$ cat src/rtl/comm_pkg.sv
// comm_pkg: shared constants and types for the copter command link.
// Opcodes, ack byte, decoded-frame struct and the FSM encodings used by comm_slave/uart_rx_byte.
package comm_pkg;

  localparam logic [7:0] REQ_BATT  = 8'h01;
  localparam logic [7:0] SET_PTCH  = 8'h02;
  localparam logic [7:0] SET_ROLL  = 8'h03;
  localparam logic [7:0] SET_YAW   = 8'h04;
  localparam logic [7:0] SET_THRST = 8'h05;
  localparam logic [7:0] CALIBRATE = 8'h06;
  localparam logic [7:0] EMER_LAND = 8'h07;
  localparam logic [7:0] MTRS_OFF  = 8'h08;

  localparam logic [7:0] POS_ACK   = 8'hA5;

  typedef struct packed {
    logic [7:0]  cmd;
    logic [15:0] data;
  } cmd_frame_t;

  localparam logic [1:0] FRM_WAIT_CMD = 2'd0;
  localparam logic [1:0] FRM_WAIT_HI  = 2'd1;
  localparam logic [1:0] FRM_WAIT_LO  = 2'd2;

  localparam logic [1:0] TX_IDLE  = 2'd0;
  localparam logic [1:0] TX_START = 2'd1;
  localparam logic [1:0] TX_DATA  = 2'd2;
  localparam logic [1:0] TX_STOP  = 2'd3;

  localparam logic [1:0] RX_IDLE  = 2'd0;
  localparam logic [1:0] RX_START = 2'd1;
  localparam logic [1:0] RX_DATA  = 2'd2;
  localparam logic [1:0] RX_STOP  = 2'd3;

endpackage

$ cat src/rtl/comm_if.sv
// comm_if: command-processor side of comm_slave (decoded frame, response handshake, status pulses).
interface comm_if;
  import comm_pkg::*;

  logic [7:0]  cmd;
  logic [15:0] data;
  logic        cmd_rdy;
  logic        clr_cmd_rdy;
  logic [7:0]  resp;
  logic        send_resp;
  logic        tx_busy;
  logic        resp_sent;
  logic        frm_err;
  logic        ovr;

  modport slave (
    output cmd, data, cmd_rdy, tx_busy, resp_sent, frm_err, ovr,
    input  clr_cmd_rdy, resp, send_resp
  );

  modport master (
    input  cmd, data, cmd_rdy, tx_busy, resp_sent, frm_err, ovr,
    output clr_cmd_rdy, resp, send_resp
  );

endinterface

$ cat src/rtl/uart_rx_byte.sv
// uart_rx_byte: 8N1 byte receiver (2-flop synchronizer, start detect, mid-bit sampling).
// The rx_idle output exists only when COMM_FRM_TIMEOUT_EN is defined.
//
// state    | meaning
// RX_IDLE  | armed, waiting for a 1->0 edge on the synchronized line
// RX_START | half-bit wait, then start re-check (high = glitch)
// RX_DATA  | sampling 8 data bits, LSB first
// RX_STOP  | sampling stop bit, reports byte or framing error
module uart_rx_byte
  import comm_pkg::*;
#(
  parameter int BAUD_DIV = 2604
) (
  input  logic       clk,
  input  logic       rst,
  input  logic       rx,
  output logic [7:0] rx_byte,
  output logic       rx_vld,
  output logic       rx_ferr
`ifdef COMM_FRM_TIMEOUT_EN
  ,
  output logic       rx_idle
`endif
);

  localparam int BW = $clog2(BAUD_DIV);
  localparam logic [BW-1:0] BAUD_LAST = BW'(BAUD_DIV - 1);
  localparam logic [BW-1:0] BAUD_HALF = BW'(BAUD_DIV / 2 - 1);

  logic          rx_s1_q, rx_s2_q, rx_prev_q;
  logic [1:0]    state_q, state_d;
  logic [BW-1:0] baud_q, baud_d;
  logic [3:0]    bit_q, bit_d;
  logic [7:0]    shift_q, shift_d;
  logic          baud_tc;

  assign baud_tc = (baud_q == '0);

  always_comb begin
    state_d = state_q;
    baud_d  = baud_q;
    bit_d   = bit_q;
    shift_d = shift_q;
    rx_vld  = 1'b0;
    rx_ferr = 1'b0;
    if (state_q != RX_IDLE && !baud_tc) baud_d = baud_q - 1'b1;
    case (state_q)
      RX_IDLE: begin
        if (rx_prev_q && !rx_s2_q) begin
          state_d = RX_START;
          baud_d  = BAUD_HALF;
        end
      end
      RX_START: begin
        if (baud_tc) begin
          if (rx_s2_q) begin
            state_d = RX_IDLE;
          end else begin
            state_d = RX_DATA;
            baud_d  = BAUD_LAST;
            bit_d   = '0;
          end
        end
      end
      RX_DATA: begin
        if (baud_tc) begin
          shift_d = {rx_s2_q, shift_q[7:1]};
          baud_d  = BAUD_LAST;
          if (bit_q == 4'd7) state_d = RX_STOP;
          else               bit_d   = bit_q + 1'b1;
        end
      end
      RX_STOP: begin
        // Back to idle right at the stop sample so the next start edge is caught.
        if (baud_tc) begin
          state_d = RX_IDLE;
          rx_vld  = rx_s2_q;
          rx_ferr = !rx_s2_q;
        end
      end
      default: state_d = RX_IDLE;
    endcase
  end

  always_ff @(posedge clk) begin
    if (rst) begin
      rx_s1_q   <= 1'b1;
      rx_s2_q   <= 1'b1;
      rx_prev_q <= 1'b1;
      state_q   <= RX_IDLE;
      baud_q    <= '0;
      bit_q     <= '0;
      shift_q   <= '0;
    end else begin
      rx_s1_q   <= rx;
      rx_s2_q   <= rx_s1_q;
      rx_prev_q <= rx_s2_q;
      state_q   <= state_d;
      baud_q    <= baud_d;
      bit_q     <= bit_d;
      shift_q   <= shift_d;
    end
  end

  assign rx_byte = shift_q;

`ifdef COMM_FRM_TIMEOUT_EN
  assign rx_idle = (state_q == RX_IDLE);
`endif

endmodule

$ cat src/rtl/comm_slave.sv
// comm_slave: copter-side UART responder; 3-byte command frames in, one response byte out.
// Inter-byte frame timeout is built only when COMM_FRM_TIMEOUT_EN is defined.
//
// state        | meaning
// FRM_WAIT_CMD | expecting opcode byte
// FRM_WAIT_HI  | opcode shadowed, expecting data high byte
// FRM_WAIT_LO  | opcode/high shadowed, expecting data low byte
// TX_IDLE      | line high, accepting send_resp
// TX_START     | driving start bit
// TX_DATA      | driving 8 data bits, LSB first
// TX_STOP      | driving stop bit
module comm_slave
  import comm_pkg::*;
#(
  parameter int BAUD_DIV = 2604
`ifdef COMM_FRM_TIMEOUT_EN
  ,
  parameter int FRM_TO   = 1_000_000
`endif
) (
  input  logic  clk,
  input  logic  rst,
  input  logic  RX,
  output logic  TX,
  comm_if.slave bus
);

  localparam int BW = $clog2(BAUD_DIV);
  localparam logic [BW-1:0] BAUD_LAST = BW'(BAUD_DIV - 1);

  logic [7:0] rx_byte;
  logic       rx_vld;
  logic       rx_ferr;

`ifdef COMM_FRM_TIMEOUT_EN
  logic rx_idle;

  uart_rx_byte #(.BAUD_DIV(BAUD_DIV)) u_rx (
    .clk     (clk),
    .rst     (rst),
    .rx      (RX),
    .rx_byte (rx_byte),
    .rx_vld  (rx_vld),
    .rx_ferr (rx_ferr),
    .rx_idle (rx_idle)
  );
`else
  uart_rx_byte #(.BAUD_DIV(BAUD_DIV)) u_rx (
    .clk     (clk),
    .rst     (rst),
    .rx      (RX),
    .rx_byte (rx_byte),
    .rx_vld  (rx_vld),
    .rx_ferr (rx_ferr)
  );
`endif

  logic [1:0] frm_q, frm_d;
  logic [7:0] cmd_sh_q, cmd_sh_d;
  logic [7:0] hi_sh_q, hi_sh_d;
  cmd_frame_t frame_q, frame_d;
  logic       cmd_rdy_q, cmd_rdy_d;
  logic       frm_err_q, frm_err_d;
  logic       ovr_q, ovr_d;

`ifdef COMM_FRM_TIMEOUT_EN
  localparam int IW = $clog2(FRM_TO + 1);
  logic [IW-1:0] idle_q, idle_d;
  logic          frm_to;

  assign frm_to = (frm_q != FRM_WAIT_CMD) && rx_idle && (idle_q == IW'(FRM_TO - 1));
`endif

  always_comb begin
    frm_d     = frm_q;
    cmd_sh_d  = cmd_sh_q;
    hi_sh_d   = hi_sh_q;
    frame_d   = frame_q;
    cmd_rdy_d = cmd_rdy_q & ~bus.clr_cmd_rdy;
    frm_err_d = 1'b0;
    ovr_d     = 1'b0;
    if (rx_ferr) begin
      frm_d     = FRM_WAIT_CMD;
      frm_err_d = 1'b1;
    end else if (rx_vld) begin
      case (frm_q)
        FRM_WAIT_CMD: begin
          cmd_sh_d = rx_byte;
          frm_d    = FRM_WAIT_HI;
        end
        FRM_WAIT_HI: begin
          hi_sh_d = rx_byte;
          frm_d   = FRM_WAIT_LO;
        end
        FRM_WAIT_LO: begin
          // Completion overrides a same-cycle clear.
          frame_d.cmd  = cmd_sh_q;
          frame_d.data = {hi_sh_q, rx_byte};
          cmd_rdy_d    = 1'b1;
          ovr_d        = cmd_rdy_q;
          frm_d        = FRM_WAIT_CMD;
        end
        default: frm_d = FRM_WAIT_CMD;
      endcase
    end
`ifdef COMM_FRM_TIMEOUT_EN
    else if (frm_to) begin
      frm_d     = FRM_WAIT_CMD;
      cmd_sh_d  = '0;
      hi_sh_d   = '0;
      frm_err_d = 1'b1;
    end
    idle_d = (frm_q == FRM_WAIT_CMD || !rx_idle || frm_to) ? '0 : idle_q + 1'b1;
`endif
  end

  logic [1:0]    tx_st_q, tx_st_d;
  logic [BW-1:0] tx_baud_q, tx_baud_d;
  logic [3:0]    tx_bit_q, tx_bit_d;
  logic [7:0]    resp_q, resp_d;
  logic          tx_q, tx_d;
  logic          tx_busy_q, tx_busy_d;
  logic          resp_sent_q, resp_sent_d;
  logic          tx_baud_tc;

  assign tx_baud_tc = (tx_baud_q == '0);

  always_comb begin
    tx_st_d     = tx_st_q;
    tx_baud_d   = tx_baud_q;
    tx_bit_d    = tx_bit_q;
    resp_d      = resp_q;
    tx_d        = tx_q;
    tx_busy_d   = tx_busy_q;
    resp_sent_d = 1'b0;
    if (tx_st_q != TX_IDLE && !tx_baud_tc) tx_baud_d = tx_baud_q - 1'b1;
    case (tx_st_q)
      TX_IDLE: begin
        tx_d = 1'b1;
        if (bus.send_resp) begin
          resp_d    = bus.resp;
          tx_busy_d = 1'b1;
          tx_d      = 1'b0;
          tx_st_d   = TX_START;
          tx_baud_d = BAUD_LAST;
        end
      end
      TX_START: begin
        if (tx_baud_tc) begin
          tx_st_d   = TX_DATA;
          tx_bit_d  = '0;
          tx_d      = resp_q[0];
          tx_baud_d = BAUD_LAST;
        end
      end
      TX_DATA: begin
        if (tx_baud_tc) begin
          tx_baud_d = BAUD_LAST;
          if (tx_bit_q == 4'd7) begin
            tx_st_d = TX_STOP;
            tx_d    = 1'b1;
          end else begin
            tx_bit_d = tx_bit_q + 1'b1;
            tx_d     = resp_q[tx_bit_d[2:0]];
          end
        end
      end
      TX_STOP: begin
        if (tx_baud_tc) begin
          tx_st_d     = TX_IDLE;
          tx_busy_d   = 1'b0;
          resp_sent_d = 1'b1;
          tx_d        = 1'b1;
        end
      end
      default: tx_st_d = TX_IDLE;
    endcase
  end

  always_ff @(posedge clk) begin
    if (rst) begin
      frm_q       <= FRM_WAIT_CMD;
      cmd_sh_q    <= '0;
      hi_sh_q     <= '0;
      frame_q     <= '0;
      cmd_rdy_q   <= 1'b0;
      frm_err_q   <= 1'b0;
      ovr_q       <= 1'b0;
      tx_st_q     <= TX_IDLE;
      tx_baud_q   <= '0;
      tx_bit_q    <= '0;
      resp_q      <= '0;
      tx_q        <= 1'b1;
      tx_busy_q   <= 1'b0;
      resp_sent_q <= 1'b0;
`ifdef COMM_FRM_TIMEOUT_EN
      idle_q      <= '0;
`endif
    end else begin
      frm_q       <= frm_d;
      cmd_sh_q    <= cmd_sh_d;
      hi_sh_q     <= hi_sh_d;
      frame_q     <= frame_d;
      cmd_rdy_q   <= cmd_rdy_d;
      frm_err_q   <= frm_err_d;
      ovr_q       <= ovr_d;
      tx_st_q     <= tx_st_d;
      tx_baud_q   <= tx_baud_d;
      tx_bit_q    <= tx_bit_d;
      resp_q      <= resp_d;
      tx_q        <= tx_d;
      tx_busy_q   <= tx_busy_d;
      resp_sent_q <= resp_sent_d;
`ifdef COMM_FRM_TIMEOUT_EN
      idle_q      <= idle_d;
`endif
    end
  end

  assign TX            = tx_q;
  assign bus.cmd       = frame_q.cmd;
  assign bus.data      = frame_q.data;
  assign bus.cmd_rdy   = cmd_rdy_q;
  assign bus.tx_busy   = tx_busy_q;
  assign bus.resp_sent = resp_sent_q;
  assign bus.frm_err   = frm_err_q;
  assign bus.ovr       = ovr_q;

endmodule

$ cat src/flat_wrapper.sv
// flat-port wrapper written by rule: the top's interface ports become plain ports
module comm_slave_flat import comm_pkg::*;
#(
  parameter int BAUD_DIV = 2604

)
  (clk, rst, RX, TX, bus_cmd, bus_data, bus_cmd_rdy, bus_tx_busy, bus_resp_sent, bus_frm_err, bus_ovr, bus_clr_cmd_rdy, bus_resp, bus_send_resp);
  comm_if bus_i ();
  input  logic clk;
  input  logic rst;
  input  logic RX;
  output logic TX;
  output wire logic [$bits(bus_i.cmd)-1:0] bus_cmd;
  output wire logic [$bits(bus_i.data)-1:0] bus_data;
  output wire logic [$bits(bus_i.cmd_rdy)-1:0] bus_cmd_rdy;
  output wire logic [$bits(bus_i.tx_busy)-1:0] bus_tx_busy;
  output wire logic [$bits(bus_i.resp_sent)-1:0] bus_resp_sent;
  output wire logic [$bits(bus_i.frm_err)-1:0] bus_frm_err;
  output wire logic [$bits(bus_i.ovr)-1:0] bus_ovr;
  input wire logic [$bits(bus_i.clr_cmd_rdy)-1:0] bus_clr_cmd_rdy;
  input wire logic [$bits(bus_i.resp)-1:0] bus_resp;
  input wire logic [$bits(bus_i.send_resp)-1:0] bus_send_resp;
  assign bus_cmd = bus_i.cmd;
  assign bus_data = bus_i.data;
  assign bus_cmd_rdy = bus_i.cmd_rdy;
  assign bus_tx_busy = bus_i.tx_busy;
  assign bus_resp_sent = bus_i.resp_sent;
  assign bus_frm_err = bus_i.frm_err;
  assign bus_ovr = bus_i.ovr;
  assign bus_i.clr_cmd_rdy = bus_clr_cmd_rdy;
  assign bus_i.resp = bus_resp;
  assign bus_i.send_resp = bus_send_resp;
  comm_slave #(.BAUD_DIV(BAUD_DIV)) u_core (.clk(clk), .rst(rst), .RX(RX), .TX(TX), .bus(bus_i));
endmodule
$ cat config.mk
export PLATFORM = sky130hd
export DESIGN_NAME = comm_slave_flat
export DESIGN_NICKNAME = d
export VERILOG_FILES = /design/src/rtl/comm_pkg.sv /design/src/rtl/comm_if.sv /design/src/rtl/uart_rx_byte.sv /design/src/rtl/comm_slave.sv /design/src/flat_wrapper.sv
export SDC_FILE = /design/constraint.sdc
export NUM_CORES = 1
export LEC_CHECK = 0
export CORE_ASPECT_RATIO = 1.2
export CORE_UTILIZATION = 51
export DETAILED_ROUTE_END_ITERATION = 10
export GPL_ROUTABILITY_DRIVEN = 0
export GPL_TIMING_DRIVEN = 0
export PLACE_DENSITY_LB_ADDON = 0.05
export SLEW_MARGIN = 20
export SYNTH_ARGS = -nofsm -noshare
export SYNTH_HDL_FRONTEND = slang
export SYNTH_SLANG_ARGS = --single-unit
$ cat constraint.sdc
create_clock -name clk -period 2 [get_ports clk]
set_clock_uncertainty 0.1 [all_clocks]
set_input_delay 0.3 -clock clk [delete_from_list [all_inputs] [get_ports clk]]
set_output_delay 0.3 -clock clk [all_outputs]
set_load 0.02 [all_outputs]
==> results of run 1 <==
final cells by class:
type / count / share of cell area, %
inverter: 8 / 0.521
sequential: 103 / 36.1
multi-input combinational: 396 / 44.4
clock buffer: 9 / 2.15
timing repair buffer: 61 / 10.2
tap: 117 / 2.54
buffer: 23 / 2.78
clock inverter: 6 / 1.35
how the worst max path moves through the flow:
stage                                           startpoint  cells after the start  slack, ns                                 to
after floorplan             u_core.tx_st_q[0]$_SDFFE_PP0P_                      8      0.007     u_core.tx_baud_q[9]$_SDFF_PP0_
after global placement                                 rst                      5      -0.32    u_core.cmd_sh_q[5]$_SDFFE_PP0P_
after detailed placement    u_core.tx_baud_q[6]$_SDFF_PP0_                      6      -0.38     u_core.tx_baud_q[7]$_SDFF_PP0_
after CTS                 u_core.u_rx.baud_q[4]$_SDFF_PP0_                      4      -0.03   u_core.u_rx.baud_q[7]$_SDFF_PP0_
after global routing      u_core.u_rx.baud_q[4]$_SDFF_PP0_                      5      -0.11  u_core.u_rx.baud_q[11]$_SDFF_PP0_
final                     u_core.u_rx.baud_q[5]$_SDFF_PP0_                      4      -0.03   u_core.u_rx.baud_q[7]$_SDFF_PP0_
synthesized netlist by cell type, types with 2 or more instances:
cell | instances | area, um^2
nor3_1 | 12 | 60.1
or2_2 | 8 | 50.1
a211oi_1 | 3 | 22.5
nor4b_1 | 4 | 35.0
a31oi_1 | 4 | 25.0
and3_1 | 3 | 18.8
xor2_1 | 4 | 35.0
a2111oi_0 | 2 | 17.5
mux2i_1 | 22 | 220
nand3_1 | 8 | 40.0
a21oi_1 | 65 | 325
or4_4 | 2 | 22.5
buf_2 | 6 | 30.0
ha_1 | 10 | 125
mux4_2 | 2 | 45.0
clkbuf_1 | 21 | 78.8
nor2b_1 | 7 | 43.8
nand3b_1 | 2 | 15.0
mux2_2 | 2 | 22.5
dfxtp_1 | 103 | 2060
nand2b_1 | 6 | 37.5
o21ai_0 | 17 | 85.1
nor2_1 | 48 | 180
inv_1 | 8 | 30.0
or3_1 | 8 | 50.1
nor3b_1 | 8 | 60.1
or4_1 | 5 | 37.5
nor4_1 | 8 | 50.1
a311oi_1 | 2 | 17.5
nand2_1 | 106 | 398
nand4_1 | 3 | 18.8
xnor2_1 | 8 | 70.1
per-stage QoR:
step	setup slack [ns]	std cells	hold slack, ns	instance area (um^2)
5_1_grt	-0.109	723	0.333	5770
4_1_cts	-0.0271	712	0.318	5480
6_report	-0.0278	723	0.317	5770
3_3_place_gp	-0.322	693	0.295	5060
3_5_place_dp	-0.383	693	0.295	5060
2_1_floorplan	0.00714	534	0.289	4500
critical path: stages, from the launching register on:
cell	delay [ns]
dfxtp_1	0.36
or4_4	0.55
or4_4	0.46
or3_1	0.33
a211oi_2	0.17
per-layer routing:
metal,part of all wire (%),vias to the layer above
li1,-,1985
met1,45,1889
met5,0,-
met3,3.1,20
met2,50,67
met4,1.9,0
kinds of logic (layout without fill, tap and decap cells):
family / after synthesis / in the layout / synth area share (%)
xor gates and xnor gates: 12 / 12 / 2.35
and+or+nand+nor: 245 / 245 / 26.3
AOI/OAI and AO/OA: 103 / 103 / 13.0
buffers and inverters: 35 / 107 / 3.11
muxes: 26 / 26 / 6.43
adders and majority gates: 10 / 10 / 2.80
DFF: 103 / 103 / 46.1
flip-flops by register name, summed over array words and instances, names as in the netlist, named ones only:
| name | flops |
|---|---|
| u_core.bus.data | 16 |
| u_core.tx_baud_q | 12 |
| u_core.u_rx.baud_q | 12 |
| u_core.bus.cmd | 8 |
| u_core.cmd_sh_q | 8 |
| u_core.hi_sh_q | 8 |
| u_core.resp_q | 8 |
| u_core.u_rx.rx_byte | 8 |
| u_core.tx_bit_q | 4 |
| u_core.u_rx.bit_q | 4 |
| u_core.frm_q | 2 |
| u_core.tx_st_q | 2 |
| u_core.TX | 1 |
| u_core.bus.cmd_rdy | 1 |
| u_core.bus.frm_err | 1 |
| u_core.bus.ovr | 1 |
| u_core.bus.resp_sent | 1 |
| u_core.bus.tx_busy | 1 |
| u_core.u_rx.rx_prev_q | 1 |
| u_core.u_rx.rx_s1_q | 1 |
| u_core.u_rx.rx_s2_q | 1 |
| u_core.u_rx.state_q | 1 |
timing repair:
item | 4_1_cts | 5_1_grt
endpoints found under the setup margin | 88 | 82
pin swaps | 3 | 16
resized for setup | 43 | 68
gates cloned | 0 | 2
hold endpoints to repair | 0 | 0
setup buffers | 7 | 10
power by group:
part           internal (mW)  total [mW]  switching (mW)
Clock                  0.597        1.35           0.758
Combinational           1.09        2.21            1.12
Sequential              2.24        2.44           0.204
Total                   3.92        6.00            2.08
==> results.cfg, run 1 <==
[clock_tree]
clock_sinks = 103
cts_buffer_depth = 2
path_clk_slew_ns = 0.10
cts_tree = built
htree_levels = 3
cts_root_buffer = clkbuf_8
numCtsBuffers = 9
ctsHoldBuffers = 0
clkLatencyLatePin_ns = 0.37

[timing]
fmax_ghz = 0.493
fin_ws_ns = -0.0278
hold_viol = 0
grt_setup_unrepaired = yes
relSlewSlack_pct = 50.6
period_minus_slack_ns = 2.03
fin_tns_setup_ns = -0.0562
worst_pin_slew_ns = 0.734
setup_viol = 3
finalCritPeriodShare_pct = 101
drv_slew = 0

[global_routing]
antenna_found_initial = 0
top_usage_layer = met2
grt_max_degree = 19
grt_pass1_vias = 3708
grt_pass1_wl_um = 17300
grt_overflow = 0
met2_usage_pct = 41.2
use_met1_pct = 29.8
grt_use_met3_pct = 3.24
gr-usage-all-layers_pct = 23.8

[floorplan]
dieHeight_um = 105
start_util_pct = 52.2
die_w_um = 87.5
num_rows = 37
coreArea_um2 = 8560
num_io_pins = 43
dieArea_um2 = 9150

[critical_path]
reg2reg_to = u_core.u_rx.baud_q[7]$_SDFF_PP0_
endpoint_kind = flop
crit_type = reg -> reg
ff2ff_setup_slack_ns = -0.03
crit_fanout = 4
crit_required_ns = 2.19
start_kind = flop
ff2ff_path_depth = 4
reg2reg_from = u_core.u_rx.baud_q[5]$_SDFF_PP0_
crit_arrival_ns = 2.22

[routing]
wl_um = 10600
drtPass1Iterations = 4
num_vias = 3961
drcViolationCount = 0
antenna_left = 0
vias_per_cell = 5.48
drt-wirelength-per-cell_um = 14.7
drt_iter0_drc = 165

[power]
powerDensity_nw_per_um2 = 1040
leakagePower_nw = 2.06
power_mw = 6.00
peakVddDrop_mv = 0.460

[logic_synthesis]
ys_types = 49
synth-main-ff-cell = dfxtp_1
synth-async-reset-ratio_pct = 0
synth_area_um2 = 4470
synth.avg_cell_area_um2 = 8.38
synth-edff-count = 0
synth_nets = 557
synth_seq_cells = 103
netlist_instances = 534
synth-warning-count = 0
yosysSeqAreaShare_pct = 46.1

[hold_path]
hold_class = reg -> reg
worstHoldStart = u_core.u_rx.rx_s1_q$_SDFF_PP1_
min_path_cells = 1
min_to = u_core.u_rx.rx_s2_q$_SDFF_PP1_

[cells_and_area]
area.sequential_um2 = 2080
num-fill-cells = 715
utilization_pct = 67.3
drive_gt1_share_pct = 20.8
syn2layout_area_growth_pct = 28.9
final_common_cell = nand2_1
most-common-layout-cells = nand2_1 (106), dfxtp_1 (93), a21oi_1 (62)
antenna_cells = 0
multi_input_area_um2 = 2560
final_nets = 625

[place]
portBuffers = 42
dp_hpwl_um = 7190

[status]
violations = setup timing
outcome = complete, but fails checks

[run]
maxCapViolCount = 0
(Power assumes the default switching activity.)
==> inputs of run 2 (changes only) <==
- clock period: 2 -> 1.8 ns (I/O delays scaled with it)
==> run 2 against run 1 <==
Effect of this change: the run still ends with setup timing left; first-iteration DRC count up 4.8%; combinational power rose by 21%; core utilization increased by 2.2 points; wire length increased by 6.0%; count of clock-buffer cells in the layout rose by 1; critical path depth stayed put; worst setup slack got worse by 0.23 ns; critical path type unchanged.
==> results.cfg, run 2 (synthesis gave the netlist of run 1 again) <==
[global_routing]
antenna_found_initial = 0
grt_max_degree = 20
grt_pass1_wl_um = 17900
grt_pass1_vias = 3836
grt_use_met3_pct = 3.63
gr-usage-all-layers_pct = 25.0
grt_overflow = 0
met2_usage_pct = 41.9
top_usage_layer = met2
use_met1_pct = 30.8

[power]
peakVddDrop_mv = 0.613
power_mw = 6.80
leakagePower_nw = 2.11
powerDensity_nw_per_um2 = 1140

[critical_path]
reg2reg_from = u_core.u_rx.baud_q[4]$_SDFF_PP0_
start_kind = flop
crit_arrival_ns = 2.26
endpoint = u_core.u_rx.baud_q[7]$_SDFF_PP0_
critPathLaunch = u_core.u_rx.baud_q[4]$_SDFF_PP0_
crit_type = reg -> reg
ff2ff_setup_slack_ns = -0.26
reg2reg_to = u_core.u_rx.baud_q[7]$_SDFF_PP0_
crit_fanout = 4
crit_required_ns = 2.00
endpoint_kind = flop
ff2ff_path_depth = 4

[cells_and_area]
num-fill-cells = 691
final_common_cell = nand2_1
largest_register_ffs = 16
most-common-layout-cells = nand2_1 (106), dfxtp_1 (93), a21oi_1 (64)
syn2layout_area_growth_pct = 33.1
final_cells = 735
antenna_cells = 0
final_nets = 636
area.sequential_um2 = 2080
drive_gt1_share_pct = 22.8
multi_input_area_um2 = 2650

[clock_tree]
ctsHoldBuffers = 0
cts_tree = built
clock_sinks = 103
path_clk_slew_ns = 0.11
clkLatencyLatePin_ns = 0.38
cts_root_buffer = clkbuf_8
cts_buffer_depth = 2
htree_levels = 3
numCtsBuffers = 9

[status]
violations = setup timing
outcome = complete, but fails checks

[timing]
hold_viol = 0
grt_setup_unrepaired = yes
fmax_ghz = 0.487
worst_pin_slew_ns = 0.592
drv_slew = 0
period_minus_slack_ns = 2.06
fin_ws_ns = -0.255
finalCritPeriodShare_pct = 114
setup_viol = 63
fin_tns_setup_ns = -6.56
relSlewSlack_pct = 60.5

[floorplan]
start_util_pct = 52.2
num_rows = 37
die_w_um = 87.5
coreArea_um2 = 8560
dieArea_um2 = 9150
dieHeight_um = 105
num_io_pins = 43

[hold_path]
min_path_cells = 3
hold_class = in -> reg

[routing]
antenna_left = 0
vias_per_cell = 5.47
wl_um = 11300
drt-wirelength-per-cell_um = 15.3
drcViolationCount = 0
num_vias = 4018
drtPass1Iterations = 4
drt_iter0_drc = 173

[place]
dp_worst_setup_slack_ns = -0.445
place_inst = 693
portBuffers = 42
dp_hpwl_um = 7250

[run]
maxCapViolCount = 0
-- run 2: per-layer routing --
| metal | routed length (um) | vias up |
|---|---|---|
| met5 | 0 | - |
| met4 | 354 | 0 |
| li1 | - | 2009 |
| met2 | 5680 | 87 |
| met1 | 4820 | 1894 |
| met3 | 413 | 28 |
-- run 2: worst min path at each step --
stage	start	to	slack, ns
after CTS	bus_resp[3]	u_core.resp_q[3]$_SDFFE_PP0P_	0.31
after global placement	u_core.u_rx.rx_s1_q$_SDFF_PP1_	u_core.u_rx.rx_s2_q$_SDFF_PP1_	0.30
after detailed placement	u_core.u_rx.rx_s1_q$_SDFF_PP1_	u_core.u_rx.rx_s2_q$_SDFF_PP1_	0.30
after floorplan	RX	u_core.u_rx.rx_s1_q$_SDFF_PP1_	0.27
after global routing	u_core.u_rx.rx_s1_q$_SDFF_PP1_	u_core.u_rx.rx_s2_q$_SDFF_PP1_	0.34
final	bus_resp[0]	u_core.resp_q[0]$_SDFFE_PP0P_	0.32
-- run 2: where the power goes --
| part | total [mW] | switching (mW) | internal [mW] |
|---|---|---|---|
| Clock | 1.41 | 0.874 | 0.540 |
| Sequential | 2.72 | 0.237 | 2.48 |
| Combinational | 2.67 | 1.38 | 1.29 |
| Total | 6.80 | 2.49 | 4.31 |
-- run 2: layout make-up --
| class | instances | share of cell area (%) |
|---|---|---|
| plain buffers | 23 | 2.80 |
| clock buffers | 10 | 2.14 |
| clock inverters | 6 | 1.05 |
| inverters | 8 | 0.504 |
| multi-input cells | 396 | 44.5 |
| flip-flops and latches | 103 | 34.9 |
| well taps | 117 | 2.46 |
| repair buffers | 72 | 11.6 |
-- run 2: worst max-delay path, cell delays in order (launching register included) --
cell      delay [ns]
dfxtp_2         0.35
or4_4           0.54
or4_4           0.48
or3_1           0.34
a211oi_2        0.17
-- run 2: through the flow --
stage | hold WS, ns | cell area [um^2] | utilization (%)
after floorplan | 0.274 | 4620 | -
after detailed placement | 0.300 | 5190 | 60.6
after CTS | 0.315 | 5810 | 67.9
after global placement | 0.297 | 5190 | 60.6
final | 0.323 | 5950 | 69.5
after global routing | 0.340 | 5950 | 69.5
-- run 2: repair_timing --
action	in CTS	in global routing
pin swaps	24	15
resized for setup	65	27
endpoints found under the setup margin	92	98
buffers inserted	22	6
gates cloned	2	0
==> inputs of run 3 (changes only) <==
--- a/config.mk
+++ b/config.mk
@@ -7,3 +7,2 @@
 export LEC_CHECK = 0
-export CORE_ASPECT_RATIO = 1.2
 export CORE_UTILIZATION = 51
@@ -13,2 +12,3 @@
 export PLACE_DENSITY_LB_ADDON = 0.05
+export SETUP_SLACK_MARGIN = 0.4
 export SLEW_MARGIN = 20
--- a/constraint.sdc
+++ b/constraint.sdc
@@ -4,2 +4,2 @@
 set_output_delay 0.27 -clock clk [all_outputs]
-set_load 0.02 [all_outputs]
+set_load 0.005 [all_outputs]
==> run 3 against run 2 <==
Effect of this change: the flow still finishes with violations (setup timing); core utilization is 14 points higher; sequential power barely moved; fmax decreased by 1.4%; power is 13% higher; first-iteration DRC count is 8.7% higher; flip-flop and latch count unchanged; worst setup slack got worse by 0.030 ns; count of clock-buffer cells in the layout stayed put.
==> results.cfg, run 3 (synthesis gave the netlist of run 1 again) <==
[place]
place_inst = 681
portBuffers = 42
dpl-instance-area_um2 = 5310
dp_hpwl_um = 7250

[routing]
drt-wirelength-per-cell_um = 17.4
drtPass1Iterations = 7
num_vias = 4372
wl_um = 13200
antenna_left = 0
vias_per_cell = 5.77
drcViolationCount = 0
drt_iter0_drc = 188

[critical_path]
cpMostUsedCell = or4_4
critPathMaxStageDelay_ns = 0.55
crit_required_ns = 2.01
cp_num_cells = 4
critPathSlowestCell = or4_4
endpoint_kind = flop
cp_top_family = simple AND/OR/NAND/NOR gates
ff2ff_setup_slack_ns = -0.29
ff2ff_path_depth = 4
reg2reg_from = u_core.u_rx.baud_q[4]$_SDFF_PP0_
crit_arrival_ns = 2.29
endpoint = u_core.u_rx.baud_q[7]$_SDFF_PP0_
reg2reg_to = u_core.u_rx.baud_q[7]$_SDFF_PP0_
crit_type = reg -> reg
crit_fanout = 4
start_kind = flop
critPathLaunch = u_core.u_rx.baud_q[4]$_SDFF_PP0_
cp.buffers_inverters = 0
path_cells = or4_4, or4_4, or3_1, a211oi_2

[cells_and_area]
final_cells = 758
stdcell_area_um2 = 6990
num-fill-cells = 470
largest_register_ffs = 16
syn2layout_area_growth_pct = 56.4
drive_gt1_share_pct = 47.5
final_nets = 671
most-common-layout-cells = dfxtp_1 (66), nand2_1 (62), buf_4 (41)
multi_input_area_um2 = 3130
final_common_cell = dfxtp_1
antenna_cells = 0
area.sequential_um2 = 2120

[timing]
fmax_ghz = 0.480
drv_slew = 0
relSlewSlack_pct = 48.6
setup_viol = 70
hold_viol = 0
finalCritPeriodShare_pct = 116
period_minus_slack_ns = 2.09
worst_pin_slew_ns = 0.765
fin_ws_ns = -0.285
grt_setup_unrepaired = yes

[clock_tree]
cts_tree = built
path_clk_slew_ns = 0.11
numCtsBuffers = 9
clkLatencyLatePin_ns = 0.39
clock_sinks = 103
cts_buffer_depth = 2
cts_root_buffer = clkbuf_8
ctsHoldBuffers = 0
htree_levels = 3

[global_routing]
grt_max_degree = 21
grt_pass1_wl_um = 18200
grt_pass1_vias = 3866
antenna_found_initial = 0
gr-usage-all-layers_pct = 25.6
grt_overflow = 0

[floorplan]
start_util_pct = 53.6
dieArea_um2 = 9150
num_io_pins = 43
coreArea_um2 = 8340
dieHeight_um = 95.7
die_w_um = 95.7
num_rows = 33

[power]
power_frac_clock_pct = 19.7
powerDensity_nw_per_um2 = 1100
leakagePower_nw = 3.00
switching_share_pct = 36.6
pwr-share-comb_pct = 44.8
power_mw = 7.71
p_int_mw = 4.88
p_seq_share_pct = 35.4
switchingPower_mw = 2.82
peakVddDrop_mv = 0.672

[status]
outcome = complete, but fails checks
violations = setup timing

[run]
maxCapViolCount = 0

[hold_path]
hold_class = reg -> reg
[run 3: cell types whose count changed in the layout (fill, tap and decap cells not counted), sizes merged]
cell | previous run | this run
buf | 35 | 75
clkdlybuf4s50 | 42 | 12
dlymetal6s2s | 0 | 22
dlygate4sd2 | 0 | 6
clkbuf | 28 | 24
clkinv | 3 | 1
inv | 11 | 13
clkdlybuf4s15 | 0 | 1
[run 3: repair_timing]
action / 4_1_cts / 5_1_grt
gates cloned: 0 / 8
setup endpoints to repair: 130 / 124
pin swaps: 20 / 78
resized for setup: 53 / 239
setup buffers: 18 / 35
[run 3: power groups by stage]
| stage | Clock, mW | Combinational, mW | Sequential, mW |
|---|---|---|---|
| after floorplan | 0 | 1.61 | 2.70 |
| after global placement | 0 | 1.95 | 2.74 |
| after detailed placement | 0 | 1.99 | 2.75 |
| after CTS | 1.53 | 2.50 | 2.70 |
| after global routing | 1.62 | 3.67 | 2.76 |
| final | 1.52 | 3.45 | 2.73 |
[run 3: per-layer routing]
layer  global-route usage (%)  part of all wire [%]  vias to the layer above
met3                     7.18                   5.1                       25
met4                     5.72                   2.1                        0
met2                     42.9                    51                      123
met1                     32.8                    42                     2140
met5                        0                     0                        -
li1                         -                     -                     2084
[run 3: final cells by class]
class | instances | share of cell area (%)
Sequential cell | 103 | 30.3
Multi-Input combinational cell | 396 | 44.8
Timing Repair Buffer | 103 | 15.6
Tap cell | 105 | 1.88
Buffer | 27 | 4.11
Inverter | 8 | 0.429
Clock inverter | 6 | 0.966
Clock buffer | 10 | 1.97
[run 3: per-stage QoR]
step | utilization, % | hold WS, ns | TNS [ns] | setup slack (ns)
final | 83.9 | 0.318 | -8.06 | -0.285
after detailed placement | 63.7 | 0.292 | -30.42 | -0.466
after global placement | 63.7 | 0.295 | -25.93 | -0.398
after global routing | 83.9 | 0.345 | -14.07 | -0.322
after floorplan | - | 0.274 | -1.10 | -0.180
after CTS | 70.0 | 0.308 | -7.28 | -0.233
[run 3: worst min path at each step]
stage                                         from                              to  slack [ns]  cells past startpoint
global route        u_core.u_rx.rx_s1_q$_SDFF_PP1_  u_core.u_rx.rx_s2_q$_SDFF_PP1_        0.34                      1
finish              u_core.u_rx.rx_s1_q$_SDFF_PP1_  u_core.u_rx.rx_s2_q$_SDFF_PP1_        0.32                      1
CTS                                    bus_resp[4]   u_core.resp_q[4]$_SDFFE_PP0P_        0.31                      3
detailed placement  u_core.u_rx.rx_s1_q$_SDFF_PP1_  u_core.u_rx.rx_s2_q$_SDFF_PP1_        0.29                      1
global placement    u_core.u_rx.rx_s1_q$_SDFF_PP1_  u_core.u_rx.rx_s2_q$_SDFF_PP1_        0.30                      1
floorplan                                       RX  u_core.u_rx.rx_s1_q$_SDFF_PP1_        0.27                      1
==> patch (settings of run 1) <==
Make the reset (`rst`) asynchronous in 2 clocked blocks.
--- a/src/rtl/uart_rx_byte.sv
+++ b/src/rtl/uart_rx_byte.sv
@@ -82,7 +82,7 @@
     endcase
   end
 
-  always_ff @(posedge clk) begin
+  always_ff @(posedge clk or posedge rst) begin
     if (rst) begin
       rx_s1_q   <= 1'b1;
       rx_s2_q   <= 1'b1;
--- a/src/rtl/comm_slave.sv
+++ b/src/rtl/comm_slave.sv
@@ -177,7 +177,7 @@
     endcase
   end
 
-  always_ff @(posedge clk) begin
+  always_ff @(posedge clk or posedge rst) begin
     if (rst) begin
       frm_q       <= FRM_WAIT_CMD;
       cmd_sh_q    <= '0;
Behaviour: differs if rst is asserted again (counterexample within 4 cycles, from zero or initial values and one cycle with rst high); with rst held inactive, the same outputs for 10 cycles.
==> patch against run 1 <==
Combinational power up 24%; die area up 4.6%; sequential cell count unchanged; wire length down 6.7%; setup slack worse by 0.047 ns; cell area up 8.4%; power up 20%; area after synthesis up 4.7%; the flow still finishes with violations (negative setup slack); non-clock buffer count up 2; sequential share of layout area up 5.3 points; clock power up 19%; first-iteration DRC count down 1.2%; count of clock-buffer cells in the layout up 1.
==> patch: results (changes against run 1) <==
The overall track demand over capacity in global routing was 22.3% (was 23.8%). The sequential share of power came to 39.6% (was 40.7%). The sum of negative setup slack came out at -0.635 ns (was -0.0562 ns). The fraction of area in clock buffers and inverters is 4.06% (was 3.49%). The fill cell total of the finished layout is 618 (was 715). The share of flip-flops with an asynchronous set or reset after synthesis came out at 100% (was 0%). The part of the Yosys area used for sequential elements came out at 55.1% (was 46.1%). The highest-delay cell along the critical path was sky130_fd_sc_hd__dfrtp_1 (was sky130_fd_sc_hd__or4_4).

The standby leakage power is 2.79 nW (was 2.06 nW). The number of nets at the end of the flow was 498 (was 625). List of most frequent post-synthesis cells: 99 x sky130_fd_sc_hd__dfrtp_1, 57 x sky130_fd_sc_hd__mux2_2, 25 x sky130_fd_sc_hd__nor2_1 (was 106 x sky130_fd_sc_hd__nand2_1, 103 x sky130_fd_sc_hd__dfxtp_1, 65 x sky130_fd_sc_hd__a21oi_1). Top post-synthesis cells by area: sky130_fd_sc_hd__dfrtp_1 53%, sky130_fd_sc_hd__mux2_2 14%, sky130_fd_sc_hd__ha_1 2.7% (was sky130_fd_sc_hd__dfxtp_1 46%, sky130_fd_sc_hd__nand2_1 8.9%, sky130_fd_sc_hd__a21oi_1 7.3%).

The layout clock buffer count came out at 10 (was 9). The cell count after placement came to 551 (was 693). The number of global-route vias before repair is 3358 (was 3708). The share of cells above drive strength 1 is 34.8% (was 20.8%). The maximum fanout encountered on the critical timing path came to 7 (was 4).

The delay contributed by the slowest stage of the critical path is 0.42 ns (was 0.55 ns). The area used by sequential logic in the layout is 2580 um2 (was 2080 um2). The count of unique library cells instantiated by Yosys is 50 (was 49).

The final routed wire length divided by cell count came to 16.6 um (was 14.7 um). The minimum setup slack in the final design came to -0.0748 ns (was -0.0278 ns). Violations in the final reports: negative setup slack (unchanged). Run status: finished with violations (unchanged). The final-layout non-clock buffer area share is 14.3% (was 13.0%). The share of power burned in the clock network is 22.2% (was 22.6%).

The count of inserted antenna diode cells is 0 (unchanged). The wire length of the first global-routing pass came out at 16.1 mm (was 17.3 mm). The sum of net half-perimeters after detailed placement is 6.27 mm (was 7.19 mm). The worst hold path class is in -> async (was reg -> reg). The number of buffers outside the clock class in the layout came out at 86 (was 84). The top-area cell type share of the netlist area came out at 52.9% (was 46.1%). The number of failing setup endpoints in the final timing report came out at 13 (was 3). The cell area after placement came out at 5370 um2 (was 5060 um2). The worst setup slack before clock tree synthesis came out at -0.381 ns (was -0.383 ns). The violation count after the first detailed-route iteration is 163 (was 165). The power per unit of standard cell area is 1150 nW/um2 (was 1040 nW/um2). The final cell count without fillers came out at 597 (was 723). The maximum ir drop on the vdd rail came out at 0.662 mV (was 0.460 mV).

The cell-internal power came out at 4.74 mW (was 3.92 mW). The vias after detailed routing is 3331 (was 3961). The count of inverters not on the clock network in the layout is 13 (was 8). The fraction of area in multi-input gates came out at 37.1% (was 44.4%).
-- patch: cell count changes in the layout (fill, tap and decap cells not counted), sizes merged, moves of 7 or more --
cell,change
dfxtp,-103
buf,+10
mux2,+55
nor4,-7
mux2i,-19
nand2,-83
nor2,-23
clkbuf,-7
a21oi,-57
or3,-7
dfrtp,+99
-- patch: kinds of logic (layout without fill, tap and decap cells) --
family / Yosys count / count (layout) / synth area share, %
AO/OA/AOI/OAI: 62 / 62 / 9.43
XOR/XNOR: 15 / 15 / 2.80
adder cells (fa/ha/maj): 10 / 10 / 2.67
buffers and inverters: 23 / 115 / 1.90
flip-flops: 103 / 103 / 55.1
multiplexers: 62 / 62 / 15.3
AND/OR/NAND/NOR: 113 / 113 / 12.8
-- patch: worst paths after layout --
path                                       startpoint             endpoint  slack, ns  depth (start not counted)
worst min register to register    u_core.u_rx.rx_s1_q  u_core.u_rx.rx_s2_q       0.26                          0
min in group clk                                   RX  u_core.u_rx.rx_s1_q       0.24                          1
max in group asynchronous                         rst   u_core.cmd_sh_q[2]       0.63                          6
worst min-delay path                              rst  u_core.tx_baud_q[9]       0.15                          2
worst max-delay path            u_core.u_rx.baud_q[2]   u_core.cmd_sh_q[2]      -0.07                          7
worst max register to register  u_core.u_rx.baud_q[2]   u_core.cmd_sh_q[2]      -0.07                          7
-- patch: what timing repair did --
| item | in CTS | in global routing |
|---|---|---|
| setup buffers | 18 | 13 |
| endpoints found under the hold margin | 0 | 0 |
| gates resized for setup | 37 | 61 |
| cloned | 0 | 1 |
| pin swaps | 11 | 17 |
| endpoints found under the setup margin | 71 | 66 |
| hold buffers | 0 | 0 |
-- patch: routing by layer --
layer	vias up	share of wire, %	GRT usage (%)
met2	69	48	34.0
li1	1555	-	-
met3	17	4.3	5.23
met4	0	1.8	9.41
met1	1690	46	30.6
met5	-	0	0
